`src/rtl/muldiv_pkg.sv`:
```
// Shared encodings for the multi-cycle multiply/divide unit.
package muldiv_pkg;

  typedef enum logic [1:0] {
    OP_MULT  = 2'd0,
    OP_MULTU = 2'd1,
    OP_DIV   = 2'd2,
    OP_DIVU  = 2'd3
  } op_t;

  typedef enum logic [1:0] {
    IDLE = 2'd0,
    CALC = 2'd1,
    FIX  = 2'd2
  } state_t;

  localparam int MAX_WIDTH = 64;
  // Sliced down to DATA_WIDTH at the point of use.
  localparam logic [MAX_WIDTH-1:0] DIV_ZERO_QUOTIENT = '1;

  function automatic logic op_is_div(input op_t o);
    return (o == OP_DIV) || (o == OP_DIVU);
  endfunction

  function automatic logic op_is_signed(input op_t o);
    return (o == OP_MULT) || (o == OP_DIV);
  endfunction

endpackage

```
`src/rtl/muldiv_datapath.sv`:
```
// One iteration of unsigned shift-add multiply or restoring divide
// on the shared 2*DATA_WIDTH accumulator.
module muldiv_datapath
  import muldiv_pkg::*;
#(
  parameter int DATA_WIDTH = 32
) (
  input  logic [1:0]              op,
  input  logic [DATA_WIDTH-1:0]   operand,
  input  logic [2*DATA_WIDTH-1:0] acc,
  output logic [2*DATA_WIDTH-1:0] acc_next
);

  localparam int W = DATA_WIDTH;

  logic [W:0]   add_sum;
  logic [W:0]   shifted;
  logic         ge;
  logic [W-1:0] rem_next;

  always_comb begin
    // Multiply: acc = {partial product, remaining multiplier bits}.
    add_sum  = {1'b0, acc[2*W-1:W]} + (acc[0] ? {1'b0, operand} : '0);
    // Divide: acc = {partial remainder, remaining dividend / quotient bits}.
    shifted  = {acc[2*W-1:W], acc[W-1]};
    ge       = shifted >= {1'b0, operand};
    rem_next = ge ? (shifted[W-1:0] - operand) : shifted[W-1:0];
    if (op_is_div(op_t'(op))) begin
      acc_next = {rem_next, acc[W-2:0], ge};
    end else begin
      acc_next = {add_sum, acc[W-1:1]};
    end
  end

endmodule

```
`src/rtl/muldiv_unit.sv`:
```
// Iterative multiply/divide unit owning HI/LO; 32 iterations plus one
// sign-fix cycle, with pipeline stall and flush handling.
module muldiv_unit
  import muldiv_pkg::*;
#(
  parameter int DATA_WIDTH = 32
) (
  input  logic                  clk,
  input  logic                  reset,
  input  logic                  start,
  input  logic [1:0]            op,
  input  logic [DATA_WIDTH-1:0] rsData,
  input  logic [DATA_WIDTH-1:0] rtData,
  input  logic                  writeHi,
  input  logic                  writeLo,
  input  logic                  readHiLo,
  input  logic                  flush,
  output logic [DATA_WIDTH-1:0] hi,
  output logic [DATA_WIDTH-1:0] lo,
  output logic                  busy,
  output logic                  done,
  output logic                  stall
);

  localparam int W  = DATA_WIDTH;
  localparam int CW = $clog2(DATA_WIDTH);

  state_t         state;
  logic [1:0]     op_reg;
  logic [CW-1:0]  count;
  logic [2*W-1:0] acc;
  logic [2*W-1:0] acc_next;
  logic [W-1:0]   operand;
  logic [W-1:0]   dividend_raw;
  logic           neg_main;
  logic           neg_rem;
  logic           div_zero;
  logic [W-1:0]   hi_reg;
  logic [W-1:0]   lo_reg;
  logic           busy_reg;
  logic           done_reg;

  // Operand capture at the accept edge.
  logic           in_signed;
  logic           in_div;
  logic           rs_neg;
  logic           rt_neg;
  logic [W-1:0]   rs_mag;
  logic [W-1:0]   rt_mag;

  // Sign-corrected results for the FIX cycle.
  logic [2*W-1:0] prod_fix;
  logic [W-1:0]   quot_fix;
  logic [W-1:0]   rem_fix;

  always_comb begin
    in_signed = op_is_signed(op_t'(op));
    in_div    = op_is_div(op_t'(op));
    rs_neg    = in_signed & rsData[W-1];
    rt_neg    = in_signed & rtData[W-1];
    rs_mag    = rs_neg ? (~rsData + 1'b1) : rsData;
    rt_mag    = rt_neg ? (~rtData + 1'b1) : rtData;
  end

  always_comb begin
    prod_fix = neg_main ? (~acc + 1'b1) : acc;
    quot_fix = neg_main ? (~acc[W-1:0] + 1'b1) : acc[W-1:0];
    rem_fix  = neg_rem ? (~acc[2*W-1:W] + 1'b1) : acc[2*W-1:W];
  end

  muldiv_datapath #(
    .DATA_WIDTH(DATA_WIDTH)
  ) u_datapath (
    .op      (op_reg),
    .operand (operand),
    .acc     (acc),
    .acc_next(acc_next)
  );

  always_ff @(posedge clk or negedge reset) begin
    if (!reset) begin
      state        <= IDLE;
      op_reg       <= OP_MULT;
      count        <= '0;
      acc          <= '0;
      operand      <= '0;
      dividend_raw <= '0;
      neg_main     <= 1'b0;
      neg_rem      <= 1'b0;
      div_zero     <= 1'b0;
      hi_reg       <= '0;
      lo_reg       <= '0;
      busy_reg     <= 1'b0;
      done_reg     <= 1'b0;
    end else begin
      done_reg <= 1'b0;
      case (state)
        IDLE: begin
          if (!flush) begin
            if (writeHi || writeLo) begin
              if (writeHi) hi_reg <= rsData;
              if (writeLo) lo_reg <= rsData;
            end else if (start) begin
              op_reg       <= op;
              count        <= CW'(DATA_WIDTH - 1);
              operand      <= in_div ? rt_mag : rs_mag;
              acc          <= {{W{1'b0}}, (in_div ? rs_mag : rt_mag)};
              dividend_raw <= rsData;
              neg_main     <= rs_neg ^ rt_neg;
              neg_rem      <= rs_neg;
              div_zero     <= in_div && (rtData == '0);
              busy_reg     <= 1'b1;
              state        <= CALC;
            end
          end
        end
        CALC: begin
          if (flush) begin
            busy_reg <= 1'b0;
            state    <= IDLE;
          end else begin
            acc <= acc_next;
            if (count == '0) begin
              state <= FIX;
            end else begin
              count <= count - 1'b1;
            end
          end
        end
        FIX: begin
          busy_reg <= 1'b0;
          state    <= IDLE;
          if (!flush) begin
            done_reg <= 1'b1;
            if (div_zero) begin
              lo_reg <= DIV_ZERO_QUOTIENT[W-1:0];
              hi_reg <= dividend_raw;
            end else if (op_is_div(op_t'(op_reg))) begin
              lo_reg <= quot_fix;
              hi_reg <= rem_fix;
            end else begin
              lo_reg <= prod_fix[W-1:0];
              hi_reg <= prod_fix[2*W-1:W];
            end
          end
        end
        default: begin
          busy_reg <= 1'b0;
          state    <= IDLE;
        end
      endcase
    end
  end

  assign hi    = hi_reg;
  assign lo    = lo_reg;
  assign busy  = busy_reg;
  assign done  = done_reg;
  assign stall = busy_reg && (start || readHiLo || writeHi || writeLo);

endmodule
```
`config.mk`:
```
export PLATFORM = sky130hd
export DESIGN_NAME = muldiv_unit
export DESIGN_NICKNAME = d
export VERILOG_FILES = /design/src/rtl/muldiv_pkg.sv /design/src/rtl/muldiv_datapath.sv /design/src/rtl/muldiv_unit.sv
export SDC_FILE = /design/constraint.sdc
export NUM_CORES = 1
export LEC_CHECK = 0
export ABC_AREA = 0
export CAP_MARGIN = 20
export CELL_PAD_IN_SITES_DETAIL_PLACEMENT = 2
export CELL_PAD_IN_SITES_GLOBAL_PLACEMENT = 2
export CORE_ASPECT_RATIO = 0.75
export CORE_MARGIN = 3
export CORE_UTILIZATION = 38
export DETAILED_ROUTE_END_ITERATION = 16
export PLACE_DENSITY = 0.88
export SYNTH_ARGS = -nofsm -noshare
export SYNTH_HDL_FRONTEND = slang
export SYNTH_SLANG_ARGS = --single-unit
export TNS_END_PERCENT = 50
```
`constraint.sdc`:
```
create_clock -name clk -period 5.6 [get_ports clk]
set_clock_uncertainty 0.2 [all_clocks]
set_input_delay 1.12 -clock clk [delete_from_list [all_inputs] [get_ports clk]]
set_output_delay 1.12 -clock clk [all_outputs]
set_load 0.01 [all_outputs]
```
Yosys cells after proc, flatten, opt, wreduce, memory -nomap -nowiden
Cells that the tools add are included.

word-level totals
  register bits = 206
  bits of input ports = 73
  output and inout port bits = 67
  word-level logic and storage cells = 119

operators by class
  $add $sub $neg = 8
  magnitude comparators = 1
  eq/ne operators = 17
  muxes and demuxes = 48
  bitwise logic cells = 10
  reduce and logical (&&, ||, !) cells = 22

operators with widths
  operator                                           count
  2-to-1 mux 32 bit                                  20
  2-to-1 mux 64 bit                                  6
  adder 32 x 1 -> 32 bit (second input constant)     4
  inverter 32 bit                                    4
  case mux 32 bit (2 select lines)                   2
  case mux 64 bit (2 select lines)                   1
  adder 64 x 1 -> 64 bit (second input constant)     1
  inverter 64 bit                                    1
  adder 32 x 33 -> 33 bit                            1
  greater-or-equal comparator 33 x 32 -> 1 bit       1
  logical NOT 32 bit                                 1
  subtractor 32 bit                                  1
  2-to-1 mux 5 bit                                   5
  inequality test 2 bit (second input constant)      10
  AND reduction 5 bit                                3
  AND reduction 4 bit                                3
  equality test 2 bit (second input constant)        5
  2-to-1 mux 2 bit                                   5
  case mux 5 bit (2 select lines)                    1
  logical OR 1 bit                                   7
  2-to-1 mux 1 bit                                   6
  AND reduction 6 bit                                1
  logical NOT 5 bit                                  1
  subtractor 5 x 1 -> 5 bit (second input constant)  1
  other kinds (10)                                   15

Logic depth before layout (Yosys ltp)
Gate-level depths: netlist (run 1).

  word-level depth = 9
  depth in mapped cells = 14
  depth with buffers taken out = 13

By module
Synthesis (run 1) repeated with hierarchy kept, for this count alone.

unflattened totals
  cell total of the unflattened synthesis = 2158
  area, all modules = 16985.0 um2

by module, submodules not included
  module           instances  cells an instance  area an instance (um2)  seq. area each (um2)
  muldiv_unit      1          1463               12318.1                 5154.9
  muldiv_datapath  1          695                4667.0                  0.0

Worst setup path before layout (run 1)
OpenSTA, ideal clock, no wires.

  kind = in2reg
  from = input rsData[11]
  to = register acc[25]
  library setup time = 122 ps
  data arrival time = 3481 ps
  data required time = 5278 ps
  path slack = 1796 ps
  cell stages on the path = 10
  buffers on the path = 1
  cells stage by stage = buf_6 -> or4_4 -> or4_4 -> or4_4 -> nand2b_4 -> o31ai_4 -> xor2_1 -> nand2_1 -> a31oi_1 -> o21ai_1

on the way
  longest elaborated chain between the ends = 8

ends and longest elaborated chain
  element                           RTL line            RTL
  from (decl)                       muldiv_unit.sv:12   input logic [DATA_WIDTH-1:0] rsData,
  inverter 32 bit                   muldiv_unit.sv:61   rs_mag = rs_neg ? (~rsData + 1'b1) : rsData;
  adder 32 x 1 -> 32 bit            muldiv_unit.sv:61
  2-to-1 mux 32 bit                 muldiv_unit.sv:61
  2-to-1 mux 32 bit                 muldiv_unit.sv:107  acc <= {{W{1'b0}}, (in_div ? rs_mag : rt_mag)};
  2-to-1 mux 64 bit                 muldiv_unit.sv:103  end else if (start) begin
  2-to-1 mux 64 bit                 muldiv_unit.sv:100  if (writeHi || writeLo) begin
  2-to-1 mux 64 bit                 muldiv_unit.sv:99   if (!flush) begin
  case mux 64 bit (2 select lines)  muldiv_unit.sv:97   case (state)
  to (signal assigned)              muldiv_unit.sv:107
  to (signal assigned)              muldiv_unit.sv:122  acc <= acc_next;
  to (decl)                         muldiv_unit.sv:31   logic [2*W-1:0] acc;

No other way between the ends. The select of a mux whose other input is x is not followed.
A chain may end at the register's enable or synchronous reset.

Worst setup path after layout (run 1)
  from = register acc[31]
  to = register acc[58]

on the way
  longest elaborated chain between the ends = 5
  elaborated cells on any way between the ends = 6
  classes of those cells = add/sub (1); order compare (1); mux (4)

ends and longest elaborated chain
  element                                                                                   RTL line                                      RTL
  subtractor 32 bit / greater-or-equal comparator 33 x 32 -> 1 bit (equally long branches)  muldiv_datapath.sv:27, muldiv_datapath.sv:26
  2-to-1 mux 32 bit *                                                                       muldiv_datapath.sv:27                         rem_next = ge ? (shifted[W-1:0] - operand) : shifted[W-1:0];
  2-to-1 mux 64 bit *                                                                       muldiv_datapath.sv:28                         if (op_is_div(op_t'(op))) begin
  2-to-1 mux 64 bit *                                                                       muldiv_unit.sv:118                            if (flush) begin
  case mux 64 bit (2 select lines) *                                                        muldiv_unit.sv:97

Mark *: on every way between the ends. The rest lies on a longest branch, timed or not. The select of a mux whose other input is x is not followed.

==> results of run 1 <==
==> where the power goes <==
part           internal [uW]  switching (uW)
clock                   1020             737
combinational           2860            4920
sequential              2040             924
==> metal layers <==
layer | share of wire (%) | global-route usage [%]
met1 | 43 | 50.41
met2 | 44 | 54.30
met3 | 9.1 | 7.920
met4 | 4.2 | 13.49
met5 | 0 | 0
==> cell families after synthesis <==
| logic type | Yosys count |
|---|---|
| adder cells (fa/ha/maj) | 72 |
| AO/OA/AOI/OAI | 678 |
| flip-flops | 205 |
| multiplexers | 78 |
| AND/OR/NAND/NOR | 712 |
| XOR/XNOR | 174 |
| buffers and inverters | 198 |
==> stage by stage <==
stage | setup WS, ns | total power [uW] | area (sq um) | utilization (%)
4_1_cts | 1.017 | 12270 | 19390 | 45.42
3_3_place_gp | 1.026 | 9787 | 18560 | 43.48
5_1_grt | 0.7255 | 13160 | 19430 | 45.50
2_1_floorplan | 1.796 | 7428 | 16710 | -
3_5_place_dp | 0.9359 | 10310 | 18560 | 43.48
6_report | 0.9372 | 12500 | 19430 | 45.51
==> area by class of cell <==
| cell class | count | area share (%) |
|---|---|---|
| multi-input cells | 1714 | 55.34 |
| flip-flops and latches | 205 | 26.41 |
| repair buffers | 185 | 9.099 |
| well taps | 569 | 3.664 |
| clock buffers | 33 | 3.632 |
| inverters | 62 | 1.198 |
| clock inverters | 9 | 0.6439 |
| diodes | 1 | 0.01288 |
==> worst max-delay path, delay by kind of cell, from the launching register on <==
family | cells | cell delay [ns]
xor gates and xnor gates | 1 | 0.17
buffers and inverters | 2 | 0.29
DFF | 1 | 0.44
and+or+nand+nor | 1 | 0.19
adders and majority gates | 2 | 0.71
AOI/OAI and AO/OA | 7 | 2.54
==> cells in the mapped netlist (all sizes together), types with 6 or more instances <==
library cell / number
xor2: 78
buf: 10
ha: 70
o21bai: 7
o31ai: 30
a211oi: 20
or3: 31
or4: 12
o22a: 8
and3: 23
clkbuf: 125
nand2: 304
a21o: 38
o22ai: 30
nor2: 167
nand4: 19
o41ai: 12
a211o: 7
a21oi: 158
nand3: 27
inv: 61
a221oi: 14
xnor2: 96
o21ai: 245
a22oi: 15
nor3: 49
mux2: 7
a31oi: 17
dfrtp: 205
nor2b: 11
o21a: 18
o221ai: 11
and2: 6
mux2i: 71
nand2b: 17
nor4: 25
o31a: 10
==> worst max-delay path by stage <==
stage                                   start                   to  slack, ns
after global placement             rsData[13]  acc[25]$_DFFE_PN0P_       1.03
after global routing      acc[31]$_DFFE_PN0P_  acc[58]$_DFFE_PN0P_       0.73
after floorplan                    rsData[11]  acc[25]$_DFFE_PN0P_       1.80
after CTS                 acc[31]$_DFFE_PN0P_  acc[58]$_DFFE_PN0P_       1.02
after detailed placement            rsData[3]  acc[25]$_DFFE_PN0P_       0.94
final                     acc[31]$_DFFE_PN0P_  acc[58]$_DFFE_PN0P_       0.94
==> results summary, run 1 <==
The flow ran to the end, and the final reports show no timing, DRC or antenna violations. STA classifies the critical path startpoint as a register. Among all flip-flop cells after synthesis, the most frequent one is sky130_fd_sc_hd__dfrtp_1. The number of global-route vias before repair came to 19500. The logic depth of the worst register-to-register path is 13.

The proportion of netlist area held by the largest area contributor came out at 30.70%. The number of buffers inserted for hold repair after clock tree synthesis came out at 0. The synthesized netlist net count came out at 2262. On the worst path, the slowest cell contributes a delay of 0.76 ns.

The layout has 4756 filler cells. After floorplanning, the core was sized to cover 42700 sq um. The final period demand of the worst path came out at 4.663 ns. The biggest area contributor in the post-synthesis netlist is sky130_fd_sc_hd__dfrtp_1. The static leakage is 0.008319 uW.

The number of warnings issued by yosys is 0. The number of I/O port buffers is 139. Measured against the total synthesized area, the mux share comes to 4.725%.

The number of buffers on the longest clock path is 3. The share of the cycle needed by the critical path after routing is 83.27%. The root buffer cell chosen for the clock tree is sky130_fd_sc_hd__clkbuf_16. The maximum resistive drop on vdd is 0.3159 mV. The total number of placement rows is 65.

The initial core utilization came out at 39.14%. Setup violations remaining at the end of the flow were counted as 0. The last weighted congestion value of the routability-driven placer came out at 0.9450. The share of flip-flops with an asynchronous set or reset is 100.0%.

Dividing the detail-routed wire length by the instance count gives 30.78 microns. The number of enable flip-flop cells after synthesis is 0. The die is 187.6 microns tall. The flip-flop count of the largest register, all copies and words added came out at 64. The origin of the critical flop-to-flop path is acc[31]$_DFFE_PN0P_. 140 I/O pins were placed.

After synthesis the cells add up to 16710 sq um. The CTS buffer count is 24. The pin slew with the least headroom to its limit is 1.059 ns. The total congestion overflow after global routing came out at 0.

The startpoint identified for the worst hold timing path is lo[11]$_DFFE_PN0P_. The sequential-to-total area share from yosys stat came out at 30.70%. The power per cell area came out at 643.2 nW/um^2. The via count normalized by instance count is 6.572. The worst hold slack came out at 0.2802 ns. The total global routing track utilization is 36.04%. The sort of element at the end of the critical path is a register. In this run, distinct cell masters in the synthesized netlist total 83. Measured against its own limit, the worst slew margin works out to 29.12%. The fraction of the mapped netlist area in compound gates is 25.08%.

Counting every instance in the synthesized netlist gives 2117. The total wire length after detailed routing is 85510 microns. The die footprint came out at 46550 sq um. The area taken by flip-flops and latches came out at 5131 sq um. The number of vias in the routed layout is 18260. The number of violations reported at the end of detailed-routing iteration 0 is 1870. The number of storage elements in the synthesis netlist is 205. The multi-input combinational cells in the finished layout cover a total of 10750 sq um. The post-detailed-route DRC marker count came out at 0. Among the stages of the critical path, the cell type that occurs most often is sky130_fd_sc_hd__inv_1. Setup repair after global routing left no endpoint under its margin. The worst setup path is of the reg2reg kind. The number of max-slew violations in the final report is 0.

The total clock sinks is 205. The number of instances on the worst hold path is 2. The register with the most flip-flops in the final layout is acc. The mean area per synthesized cell came out at 7.893 sq um. The register-to-register setup slack is 0.94 ns. The max-capacitance violation count is 0. The arrival time of the worst setup path is 4.90 ns. The number of antenna violations at the first check in global routing came to 1. Sorting the synthesized cells by area gives the leading types as sky130_fd_sc_hd__dfrtp_1, sky130_fd_sc_hd__o21ai_0, sky130_fd_sc_hd__nand2_1.

The signal on the critical path passes through inv_1 -> ha_1 -> inv_1 -> fa_1 -> a211o_1 -> a21oi_1 -> o21ai_1 -> a2111oi_0 -> nor3_1 -> o31ai_2 -> o31ai_1 -> xor2_1 -> a31o_2. The wire length of the first global-routing pass came out at 128400 microns. The share of the synthesized netlist area taken by xor and xnor gates came out at 9.120%. The slowest cell on the critical path is sky130_fd_sc_hd__a2111oi_0. The count of TritonRoute iterations in the first routing pass came out at 5. The filler-free cell count of the finished design came out at 2778. The largest net degree at the start of global routing is 90. In this run the number of H-tree levels came out at 1. TritonCTS built the clock tree.

The adder and majority gate portion of the synthesized area came out at 5.481%. After clock tree synthesis, the repair step resized 0 gates. The setup TNS after final layout came out at 0 ns. The number of placed cells counting well taps came out at 2733. The share of cells above drive strength 1 came out at 5.571%. In this run the worst hold path is classified as reg2reg. The share of synthesized cell area in and, or, nand and nor gates came out at 19.57%. The wire-length estimate of the detail-placed layout is 62460 microns. The die span in x came out at 248.1 microns. The residual antenna-violating net count after detailed routing came out at 0. The maximum net fanout on the critical path came out at 5. Leaving out fill and tap cells, the most frequent cells in the layout are sky130_fd_sc_hd__nand2_1, sky130_fd_sc_hd__o21ai_0, sky130_fd_sc_hd__dfrtp_1, sky130_fd_sc_hd__nor2_1, sky130_fd_sc_hd__a21oi_1. The setup fix buffers added after clock tree synthesis came out at 0. The clock latency of the later-clocked register in the worst-skew pair is 0.56 ns. After the last flow step, the layout net total stands at 2337. The clock-pin transition on the worst setup and hold timing paths came out at 0.07 ns. The timing-limited maximum frequency is 214.5 MHz. The count of final hold-check violations is 0. For hold timing, the worst endpoint is lo[11]$_DFFE_PN0P_. The post-synthesis to final-layout area growth came out at 16.29%. Data on the critical path is required at its endpoint by 5.84 ns. By area, the combinational part of the netlist is dominated by compound AO/OA/AOI/OAI gates. The most common cell after layout, fill and taps aside is sky130_fd_sc_hd__nand2_1.

The endpoint identified for the worst register-to-register timing path is acc[58]$_DFFE_PN0P_.
No activity file was read; power rests on OpenSTA's default activity.
==> inputs of run 2 (changes only) <==
--- a/config.mk
+++ b/config.mk
@@ -11,9 +11,9 @@
 export CELL_PAD_IN_SITES_GLOBAL_PLACEMENT = 2
 export CORE_ASPECT_RATIO = 0.75
 export CORE_MARGIN = 3
-export CORE_UTILIZATION = 38
+export CORE_UTILIZATION = 32
 export DETAILED_ROUTE_END_ITERATION = 16
-export PLACE_DENSITY = 0.88
+export PLACE_DENSITY = 0.8
 export SYNTH_ARGS = -nofsm -noshare
 export SYNTH_HDL_FRONTEND = slang
 export SYNTH_SLANG_ARGS = --single-unit
==> constraint.sdc (replaced) <==
create_clock -name clk -period 4.1 [get_ports clk]
set_clock_uncertainty 0.2 [all_clocks]
set_input_delay 0.82 -clock clk [delete_from_list [all_inputs] [get_ports clk]]
set_output_delay 0.82 -clock clk [all_outputs]
set_load 0.01 [all_outputs]
==> results summary, run 2 (synthesis gave the netlist of run 1 again) <==
The number of vias in the routed layout came out at 18360 (+0.54%). The critical path ends at acc[60]$_DFFE_PN0P_. The timing startpoint of the critical path is acc[31]$_DFFE_PN0P_. The worst path buffer plus inverter count is 3 (+1). The count of final hold-check violations came out at 0 (unchanged).

The headroom to the max-slew limit came out at 39.43% (+10 points). The number of max-slew violations in the final report came out at 0 (unchanged). Among all stages on the critical path, the largest delay is contributed by sky130_fd_sc_hd__dfrtp_1. The largest net degree at the start of global routing came out at 90 (unchanged). The height of the die came out at 203.9 microns (+8.7%). In this run the critical register-to-register path is captured at acc[60]$_DFFE_PN0P_.

The post-detailed-route DRC marker count is 0 (unchanged). The clock-pin transition on the worst setup and hold timing paths is 0.06 ns (about the same). The count of nets after finishing is 2447 (+4.7%).

The final period demand of the worst path is 4.021 ns (-0.6414 ns). The data required time at the worst endpoint is 4.30 ns (-1.54 ns). The share of cells above drive strength 1 is 10.30% (+4.7 points). The total power draw came out at 17580 uW (+41%). The register-to-register setup slack came to 0.08 ns (-0.86 ns). The register with the most flip-flops in the final layout is acc. The last weighted congestion value of the routability-driven placer came out at 0.9106 (-3.6%). The tree is rooted in a sky130_fd_sc_hd__clkbuf_16. met2 is the most crowded layer. The met3 track demand over resource is 3.861% (-4.1 points). In this run the critical register-to-register path is launched from acc[31]$_DFFE_PN0P_.

The static leakage came out at 0.008886 uW (+6.8%). TritonCTS built the clock tree. Setup repair after global routing left no endpoint under its margin. The number of top-level pins is 140 (unchanged).

The type of the worst setup path is reg2reg. The total number of placement rows was 71 (+9.2%). STA classifies the critical path startpoint as a register. The max-capacitance violation count is 0 (unchanged). The worst hold slack came out at 0.1151 ns (-0.1652 ns).

The gate family responsible for the most delay along the worst path is compound AO/OA/AOI/OAI gates. The number of antenna violations at the first check in global routing is 3 (+2). The cell area after placement is 19610 sq um (+5.6%). The met1 track demand over resource in global routing is 43.80% (-6.6 points). The via count normalized by instance count is 6.088 (-7.4%). The total clock sinks is 205 (unchanged). In the layout the commonest cells are sky130_fd_sc_hd__nand2_1, sky130_fd_sc_hd__o21ai_0, sky130_fd_sc_hd__dfrtp_1, sky130_fd_sc_hd__nor2_1, sky130_fd_sc_hd__a21oi_1. The maximum resistive drop on vdd came to 0.3311 mV (+4.8%). The total wire length after detailed routing is 84920 microns (-0.69%). The CTS buffer count is 25 (+4.2%). The count of endpoints failing setup in the final report is 0 (unchanged).

The class of the most critical hold timing path is in2async. The wire length of the first global-routing pass is 128300 microns (about the same). The arrival time of the worst setup path came out at 4.22 ns (-0.68 ns). The number of buffers inserted for hold repair after clock tree synthesis is 0 (unchanged).

The count of TritonRoute iterations in the first routing pass is 5 (unchanged). The die footprint is 55020 sq um (+18%). Traced cell by cell, the critical path runs through inv_1 -> ha_1 -> inv_1 -> fa_1 -> a211o_1 -> a21oi_1 -> o21ai_1 -> buf_4 -> a21oi_1 -> o21ai_0 -> a211oi_1 -> xnor2_1 -> mux2i_1 -> o221ai_1. The placed wire-length estimate is 64940 microns (+4.0%). The total number of H-tree levels came to 1 (unchanged). The power per cell area is 856.8 nW/um^2 (+33%). The area growth from synthesis to layout is 22.79%. The global routing usage on met2 was 46.63% (-7.7 points). The number of buffers on the longest clock path is 3 (unchanged). The cell area after layout is 20520 sq um (+5.6%). The logic depth of the worst register-to-register path came to 14 (+1). The share of the cycle needed by the critical path after routing came out at 98.08% (+15 points). The number of global-route vias before repair is 19580 (+0.41%). The core outline area came out at 50900 sq um (+19%). The total global routing track utilization came out at 30.22% (-5.8 points).

The number of I/O port buffers came to 139 (unchanged). The number of violations reported at the end of detailed-routing iteration 0 is 1688 (-9.7%). The total congestion overflow after global routing came out at 0 (unchanged).

The maximum net fanout on the critical path is 5 (unchanged). The total number of cells along the worst setup path is 14 (+1). The worst setup path is captured at a register. The die span in x is 269.9 microns (+8.8%).

The clock latency of the later-clocked register in the worst-skew pair is 0.55 ns (about the same). The flip-flop count of the largest register, all copies and words added was 64 (unchanged). The delay contributed by the slowest stage of the critical path is 0.45 ns (-0.31 ns). The flow ran to the end, and the final reports show no timing, DRC or antenna violations. The initial core utilization came out at 32.83% (-6.3 points). The timing-limited maximum frequency was 248.7 MHz (+16%). Leaving out fill and tap cells, the most frequent cell in the layout is sky130_fd_sc_hd__nand2_1. The pin slew with the least headroom to its limit is 0.9085 ns (-0.1510 ns).

The residual antenna-violating net count after detailed routing is 0 (unchanged). The detailed-route wire length per cell is 28.17 microns (-8.5%).
==> run 2: per-layer routing <==
layer | vias to the layer above | part of all wire (%)
li1 | 7991 | -
met4 | 2 | 3.4
met3 | 130 | 7.0
met5 | - | 0.015
met2 | 688 | 44
met1 | 9544 | 46
==> run 2: worst min-delay path by stage <==
stage                                       from                           end  slack (ns)  cells past startpoint
finish                                     reset          state[0]$_DFFE_PN0P_        0.12                      1
global route                               reset          state[0]$_DFFE_PN0P_        0.16                      1
CTS                                        reset          count[2]$_DFFE_PN0P_        0.13                      1
detailed placement             lo[4]$_DFFE_PN0P_             lo[4]$_DFFE_PN0P_        0.27                      2
global placement    dividend_raw[14]$_DFFE_PN0P_  dividend_raw[14]$_DFFE_PN0P_        0.25                      2
floorplan           dividend_raw[14]$_DFFE_PN0P_  dividend_raw[14]$_DFFE_PN0P_        0.24                      2
==> run 2: final cells by class <==
| class | instances | area (sq um) |
|---|---|---|
| Fill cell | 5752 | 30390 |
| Timing Repair Buffer | 294 | 2630 |
| Sequential cell | 205 | 5132 |
| Multi-Input combinational cell | 1714 | 10780 |
| Inverter | 62 | 232.7 |
| Tap cell | 693 | 867.1 |
| Clock inverter | 11 | 162.7 |
| Clock buffer | 34 | 709.4 |
| Antenna cell | 2 | 5.005 |
==> run 2: report_power, final <==
group          total, uW  switching (uW)  internal (uW)
clock               2460             994           1460
combinational      11300            6920           4370
sequential          3830            1030           2800
==> run 2: worst register-to-register path, stage by stage, from the launching register on <==
cell and delay (ns):
sky130_fd_sc_hd__dfrtp_1 0.45, sky130_fd_sc_hd__inv_1 0.11, sky130_fd_sc_hd__ha_1 0.21, sky130_fd_sc_hd__inv_1 0.07, sky130_fd_sc_hd__fa_1 0.43, sky130_fd_sc_hd__a211o_1 0.29, sky130_fd_sc_hd__a21oi_1 0.24, sky130_fd_sc_hd__o21ai_1 0.14
sky130_fd_sc_hd__buf_4 0.18, sky130_fd_sc_hd__a21oi_1 0.29, sky130_fd_sc_hd__o21ai_0 0.30, sky130_fd_sc_hd__a211oi_1 0.44, sky130_fd_sc_hd__xnor2_1 0.12, sky130_fd_sc_hd__mux2i_1 0.24, sky130_fd_sc_hd__o221ai_1 0.16
==> run 2: repair_timing <==
action                     CTS  global route
gates resized for setup      0             7
setup endpoints to repair    0             9
buffers inserted             0             0
==> run 2: stage by stage <==
stage	setup slack [ns]	setup TNS, ns	utilization (%)	instances
floorplan	0.5363	0	-	2117
finish	0.07859	0	40.31	3015
detailed placement	-0.1521	-0.4259	38.52	2968
CTS	0.1249	0	40.24	3013
global placement	0.02130	0	38.52	2968
global route	0.009615	0	40.30	3013
==> RTL edit: new RTL, settings of run 1 <==
Reset style: synchronous (`reset`), changed in one clocked block.
--- a/src/rtl/muldiv_unit.sv
+++ b/src/rtl/muldiv_unit.sv
@@ -77,7 +77,7 @@
     .acc_next(acc_next)
   );
 
-  always_ff @(posedge clk or negedge reset) begin
+  always_ff @(posedge clk) begin
     if (!reset) begin
       state        <= IDLE;
       op_reg       <= OP_MULT;
Function: changed (a bounded check fails within 4 cycles, from zero or initial values and one cycle with reset low; the reset may be asserted at any time).
==> RTL edit against run 1 <==
- final area is 3.4% lower
- via count is 1.5% higher
- setup slack better by 0.38 ns
- critical path type unchanged
- area after synthesis decreased by 3.4%
- sequential cell count is the same
- wire length down 0.96%
- utilization fell by 0.18 points
- critical endpoint is now acc[62]
- non-clock buffer count increased by 2
Power is not compared: it rests on default switching activity, and its combinational part moved more than twofold at a synthesized area within 25%.
==> RTL edit: results (changes against run 1) <==
* Worst hold margin at 0.2589 ns (was 0.2802 ns)
* Start of the worst register-to-register path: acc[0] (was acc[31])
* Filler instances at 4777 (was 4756)
* Non-clock buffers at 187 (was 185)
* Cells after synthesis at 2238 (was 2117)
* Share of final-layout standard cells stronger than drive strength 1 at 5.332% (was 5.571%)
* Sequential cell area in the final layout at 4109 sq um (was 5131 sq um)
* Area after detailed placement at 18040 sq um (was 18560 sq um)
* Highest metal used: met5 (was met4)
* Result of the run: completed (unchanged)
* Count of inverters other than clock inverters in the layout at 69 (was 62)
* Maximum number of pins on one net before global-route repair at 73 (was 90)
* Worst min-delay path startpoint: lo[26] (was lo[11])
* Syn nets at 2383 (was 2262)
* Ranking of synthesized cells by instance count: 275 x sky130_fd_sc_hd__nand2_1, 262 x sky130_fd_sc_hd__nor2_1, 255 x sky130_fd_sc_hd__a21oi_1 (was 304 x sky130_fd_sc_hd__nand2_1, 241 x sky130_fd_sc_hd__o21ai_0, 205 x sky130_fd_sc_hd__dfrtp_1)
* DR iter-0 viols at 1960 (was 1870)
* Actual slew at the worst max-slew pin at 1.110 ns (was 1.059 ns)
* WL met1 at 36.43 mm (was 36.83 mm)
* Proportion of synthesized flip-flops having asynchronous set or reset at 0% (was 100.0%)
* Proportion of cell area occupied by multi-input gates at 59.75% (was 55.34%)
* Synth cell types at 85 (was 83)
* WP data arrival at 4.53 ns (was 4.90 ns)
* Delay contributed by the slowest stage of the critical path at 0.59 ns (was 0.76 ns)
* Layout overhead on the synthesized area at 16.21% (was 16.29%)
* Post-synthesis adder-cell area fraction at 5.671% (was 5.481%)
* Count of vias placed by the detailed router at 18540 (was 18260)
* Placed Cells at 2827 (was 2733)
* Placer Congestion at 0.9425 (was 0.9450)
* Clock buffer and inverter area fraction after layout at 3.834% (was 4.276%)
* Compound-gate portion of the synthesized area at 27.06% (was 25.08%)
* Met2 WL at 37.00 mm (was 37.31 mm)
-- RTL edit: cell count changes after synthesis, moves of 19 or more --
cell and change:
sky130_fd_sc_hd__dfrtp_1 -205, sky130_fd_sc_hd__dfxtp_1 +205, sky130_fd_sc_hd__a21oi_1 +97, sky130_fd_sc_hd__nor2_1 +95, sky130_fd_sc_hd__o21ai_0 -86, sky130_fd_sc_hd__nand2_1 -29
sky130_fd_sc_hd__o211ai_1 +28, sky130_fd_sc_hd__clkbuf_1 +24, sky130_fd_sc_hd__a211oi_1 +19
-- RTL edit: power breakdown --
group / switching, mW / internal (mW) / total, mW
clock: 0.718 / 0.841 / 1.56
combinational: 0.719 / 0.401 / 1.12
sequential: 0.0668 / 1.51 / 1.58
-- RTL edit: routing by layer --
metal	up-vias	GRT usage, %
li1	8076	-
met5	-	1.891
met3	216	7.504
met2	866	56.99
met4	4	14.25
met1	9377	48.70
